[src/rtl/bf2_bundle_pipe.sv]
// rtl/bf2_bundle_pipe.sv - two-stage radix-2 butterfly over a parallel sample bundle
module bf2_bundle_pipe #(
  parameter int WIDTH  = 9,
  parameter int DEPTH  = 16,
  parameter int OFFSET = 8
) (
  input  logic                              clk,
  input  logic                              rst_n,
  input  logic                              flush,
  input  logic                              in_valid,
  output logic                              in_ready,
  input  logic                              mode_tw,
  input  logic                              mode_scale,
  input  logic [DEPTH-1:0][WIDTH-1:0]       din_R,
  input  logic [DEPTH-1:0][WIDTH-1:0]       din_Q,
  output logic                              out_valid,
  input  logic                              out_ready,
  output logic [DEPTH-1:0][WIDTH:0]         dout_R,
  output logic [DEPTH-1:0][WIDTH:0]         dout_Q,
  output logic [15:0]                       frame_cnt
);

  localparam int W1 = WIDTH + 1;
  localparam int W2 = WIDTH + 2;

  // Samples are two's complement; arithmetic is done on sign-extended copies.
  logic                          s1_valid;
  logic                          s1_tw;
  logic                          s1_sc;
  logic [DEPTH-1:0][WIDTH-1:0]   s1_r;
  logic [DEPTH-1:0][WIDTH-1:0]   s1_q;
  logic [DEPTH-1:0][W1-1:0]      res_r;
  logic [DEPTH-1:0][W1-1:0]      res_q;
  logic                          s2_load;

  assign s2_load  = !out_valid || out_ready;
  assign in_ready = !s1_valid || s2_load;

  // Rounded halving: (x + 1) >>> 1 with one guard bit so +1 cannot wrap.
  function automatic logic [W1-1:0] scale_fn(input logic [W1-1:0] x, input logic en);
    logic signed [W2-1:0] t;
    t = {x[W1-1], x} + W2'(1);
    t = t >>> 1;
    scale_fn = en ? t[W1-1:0] : x;
  endfunction

  for (genvar g = 0; g < DEPTH / (2 * OFFSET); g++) begin : g_grp
    for (genvar j = 0; j < OFFSET; j++) begin : g_pair
      localparam int IA = g * 2 * OFFSET + j;
      localparam int IB = IA + OFFSET;
      // Upper half of each pair group gets the -j rotation on the difference leg.
      localparam bit TW_POS = (j >= OFFSET / 2);

      logic [W1-1:0] ar, br, aq, bq;
      logic [W1-1:0] sum_r, sum_q, dif_r, dif_q, rot_r, rot_q;
      logic          twid;

      assign ar    = {s1_r[IA][WIDTH-1], s1_r[IA]};
      assign br    = {s1_r[IB][WIDTH-1], s1_r[IB]};
      assign aq    = {s1_q[IA][WIDTH-1], s1_q[IA]};
      assign bq    = {s1_q[IB][WIDTH-1], s1_q[IB]};
      assign sum_r = ar + br;
      assign sum_q = aq + bq;
      assign dif_r = ar - br;
      assign dif_q = aq - bq;
      assign twid  = s1_tw && TW_POS;
      assign rot_r = twid ? dif_q : dif_r;
      assign rot_q = twid ? (W1'(0) - dif_r) : dif_q;

      assign res_r[IA] = scale_fn(sum_r, s1_sc);
      assign res_q[IA] = scale_fn(sum_q, s1_sc);
      assign res_r[IB] = scale_fn(rot_r, s1_sc);
      assign res_q[IB] = scale_fn(rot_q, s1_sc);
    end
  end

  // Pipeline registers, handshake bookkeeping and delivered-bundle counter.
  always_ff @(posedge clk or negedge rst_n) begin
    if (!rst_n) begin
      s1_valid  <= 1'b0;
      s1_tw     <= 1'b0;
      s1_sc     <= 1'b0;
      s1_r      <= '0;
      s1_q      <= '0;
      out_valid <= 1'b0;
      dout_R    <= '0;
      dout_Q    <= '0;
      frame_cnt <= '0;
    end else begin
      // A handshake in the flush cycle is still a delivered bundle.
      if (out_valid && out_ready) begin
        frame_cnt <= frame_cnt + 16'd1;
      end
      if (flush) begin
        s1_valid  <= 1'b0;
        out_valid <= 1'b0;
      end else begin
        if (s2_load) begin
          out_valid <= s1_valid;
          if (s1_valid) begin
            dout_R <= res_r;
            dout_Q <= res_q;
          end
        end
        if (in_ready) begin
          s1_valid <= in_valid;
          if (in_valid) begin
            s1_r  <= din_R;
            s1_q  <= din_Q;
            s1_tw <= mode_tw;
            s1_sc <= mode_scale;
          end
        end
      end
    end
  end

endmodule

[config.mk]
export PLATFORM = sky130hd
export DESIGN_NAME = bf2_bundle_pipe
export DESIGN_NICKNAME = d
export VERILOG_FILES = /design/src/rtl/bf2_bundle_pipe.sv
export SDC_FILE = /design/constraint.sdc
export NUM_CORES = 2
export LEC_CHECK = 0
export ABC_AREA = 0
export CAP_MARGIN = 20
export CORE_ASPECT_RATIO = 0.7
export CORE_MARGIN = 5
export CORE_UTILIZATION = 40
export CTS_BUF_LIST = sky130_fd_sc_hd__clkbuf_8
export DETAILED_ROUTE_END_ITERATION = 8
export HOLD_SLACK_MARGIN = 0.15
export PLACE_DENSITY = 0.67
export SLEW_MARGIN = 0
export SYNTH_ARGS = -nofsm -noshare
export SYNTH_HDL_FRONTEND = slang
export SYNTH_SLANG_ARGS = --single-unit
[constraint.sdc]
create_clock -name clk -period 10.2 [get_ports clk]
set_clock_uncertainty 0.2 [all_clocks]
set_input_delay 2.04 -clock clk [delete_from_list [all_inputs] [get_ports clk]]
set_output_delay 2.04 -clock clk [all_outputs]
set_load 0.05 [all_outputs]
==> results by group <==
Floorplanning
  – Die area: 115100 µm²
  – Die Width: ~400 µm
  – Die Ht: between 200 and 300 µm
  – Ports: around 630
  – Area of the core: roughly 110000 µm²
  – Row Count: 101
  – Initial Util: roughly 40%

Synth
  – Mapped Avg Cell Area: between 9 and 10 µm²
  – EDFF count, synth: 0
  – Ys async rst share: 100.0%
  – Synth Flop Type: dfrtp_1
  – Cell count after synthesis: 4696
  – Syn nets: 5348
  – Area contributors post-synth: dfrtp_1 36%, ha_1 9.4%, mux2_2 8.1%
  – Synthesized flop and latch total: 628
  – Mapped Area: about 43000 µm²
  – Area leader, netlist: dfrtp_1
  – Synth Warn #: 0
  – Synth cell types: ~110
  – Synth top area share: a little over a third
  – Seq/Total Area, Yosys: a little over a third

STA
  – Worst setup margin: roughly 4.3 ns
  – Slew margin rel.: 18.05%
  – Worst slew pin tran: between 1 and 1.5 ns
  – # setup viols final: 0
  – Minimum clock period: around 5.9 ns
  – Pins Over Slew Limit: 0
  – Final hold slack: 0.2719 ns
  – Setup TNS: 0 ns
  – Final hold violations: 0
  – Maximum clock rate: about 170 MHz
  – Part of the cycle the worst path needs: between 50% and 60%
  – RSZ-0062 raised after global routing: no

Pwr
  – Max IR drop VDD: roughly 0.00018 V
  – Static leakage: between 20 and 25 nW
  – Power per cell area: between 300 and 400 nW/µm²

Setup path
  – CP Launch Type: input pin
  – RR Startpoint: g_grp[0].g_pair[6].ar[0]
  – Kind of critical path: in2out
  – Worst endpoint required time: a little under 8 ns
  – Reg2Reg Depth: 14
  – CP Max Fanout: 5
  – Endpoint of the worst register-to-register path: dout_Q[149]
  – Worst EP arrival: about 3.6 ns
  – Worst Setup End Kind: output port
  – R2R Setup Slk: ~6.1 ns

Detailed routing
  – DRT iter0 DRCs: 2220
  – Wire per inst: slightly above 20 µm
  – Total wire length: 137200 µm
  – Vias per cell: 5.341
  – Pre-antenna DRT Iters: 5
  – ANT nets after route: 0
  – Post-route DRC: 0
  – Via count: roughly 36k

Layout
  – Post-route insts no fill: 6781
  – Filler cell count in the final layout: approximately 10k
  – Nets@finish: slightly below 6k
  – Share of cells above drive strength 1: 10.77%
  – Area growth, synth to finish: 22.67%
  – Finished Cell Area: ~53000 µm²

CTS
  – CTS clk-pin slew, worst paths: approximately 0.06 ns
  – CTS tree: yes
  – Post-cts repair resize count: 0
  – H-tree depth: 3
  – CTS Root Cell: clkbuf_8
  – TritonCTS Buffers: between 100 and 150
  – Insertion delay to the later sink of the worst-skew pair: 0.77 ns
  – Cts-stage hold buffer count: 0
  – Postcts setup bufs: 0
  – Clk buf depth: 3
  – Sink Count: 628

Placed design
  – IO buf count: approximately 630
  – Dpl cell area: ~51000 µm²
  – Placed cells: between 6k and 7k
  – HPWL after detailed placement: roughly 100000 µm
  – Gpl congestion: 0.9021
  – Pre-CTS setup slack: approximately 4.3 ns

Global route
  – Grt ovf: 0
  – Largest net degree at the start of global routing: roughly 150
  – Antenna violations before repair: 15
  – First-pass GRT wire length: a little over 200000 µm
  – GRT Total Usage: ~23%
  – Vias in the first global route: roughly 34k

Run
  – # Max-Cap Violations: 0

Hold path
  – Number of cells on the worst hold path: 2
  – Hold Crit Start: dout_Q[155]
  – Hold EP: dout_Q[155]
  – Hold/Removal Path Class: reg2reg

Status
  – Status: finished, final reports clean
[area by class of cell]
cell class | instances | area, µm² | area share (%)
multi-input combinational | 3530 | 25450 | 47.89
sequential | 628 | 15720 | 29.58
timing repair buffer | 661 | 6599 | 12.42
tap | 1442 | 1804 | 3.395
clock buffer | 131 | 1803 | 3.392
inverter | 321 | 1212 | 2.281
clock inverter | 61 | 534.3 | 1.005
antenna | 7 | 17.52 | 0.03296
[stage by stage]
| stage | total power, mW | util, % |
|---|---|---|
| 6_report | 15.97 | 49.19 |
| 4_1_cts | 16.01 | 49.17 |
| 5_1_grt | 16.97 | 49.18 |
| 2_1_floorplan | 10.30 | - |
| 3_3_place_gp | 13.23 | 47.00 |
| 3_5_place_dp | 13.37 | 47.00 |
[routing by layer]
layer / vias up / track usage (%) / part of all wire, %
met3: 201 / 7.291 / 8.1
li1: 17560 / - / -
met5: - / 0 / 0.055
met4: 12 / 7.130 / 3.1
met2: 980 / 32.61 / 41
met1: 17460 / 33.16 / 48
[sequential cells by signal, summed over array words and instances (netlist names), 16 cells and up]
| signal | count |
|---|---|
| g_grp.g_pair.br | 72 |
| dout_Q | 160 |
| g_grp.g_pair.ar | 72 |
| dout_R | 160 |
| g_grp.g_pair.bq | 72 |
| frame_cnt | 16 |
| g_grp.g_pair.aq | 72 |
[cells in the mapped netlist (all sizes together) (25+ instances only)]
cell type  number
mux2          314
o21ai         401
ha            325
a21oi         358
a211oi         37
o21bai         31
nand3         107
a31oi          28
inv           321
and3           38
o21a           35
mux2i          86
or3            29
xnor2         248
nor2b          55
nand2b         55
buf            32
fa             32
nor3           78
dfrtp         628
nand2         414
a21o           84
o31ai          44
a221oi         25
clkbuf        185
nor3b          25
nor2          315
xor2           80
[cell usage in the layout (no fill, tap or decap), types with 25 or more instances in the layout]
master,instances
a211oi_1,37
and3_1,37
xor2_1,79
fa_1,32
a21oi_1,356
a21o_1,84
o21a_1,35
xnor2_1,247
mux2_2,311
nand2b_1,55
a31oi_1,26
or3_1,28
o21bai_1,30
clkbuf_8,131
ha_1,325
nor2_1,313
o31ai_1,44
nand3_1,107
inv_1,345
nor3_1,77
dfrtp_1,626
buf_4,25
nor2b_1,53
mux2i_1,81
clkdlybuf4s50_1,631
o21ai_0,384
nand2_1,414
[where the power goes]
group,internal (mW),switching (mW),total [mW]
combinational,3.37,6.18,9.55
sequential,3.26,0.630,3.89
clock,1.39,1.14,2.53
[worst max-delay path by stage]
stage,slack [ns],endpoint,cells past startpoint,from
3_3_place_gp,4.34,in_ready,4,out_ready
2_1_floorplan,5.36,in_ready,2,out_ready
3_5_place_dp,4.35,in_ready,4,out_ready
5_1_grt,4.28,in_ready,4,out_ready
6_report,4.34,in_ready,4,out_ready
4_1_cts,4.32,in_ready,4,out_ready
[cell families (layout without fill, tap and decap cells)]
logic type / after synthesis / after routing / share of synthesized area, %
mux: 400 / 400 / 10.26
compound gates: 1219 / 1219 / 17.53
buf+inv: 538 / 1174 / 5.011
other cells: 0 / 7 / 0
flops: 628 / 628 / 36.27
fa+ha+maj: 357 / 357 / 10.86
xor+xnor: 328 / 328 / 6.665
simple gates: 1226 / 1226 / 13.40
[critical path, cell delays in order]
cell	delay, ns
clkdlybuf4s50_1	0.42
nor2b_1	0.31
nand2_1	0.13
clkdlybuf4s50_1	0.73
(Power assumes the default switching activity.)
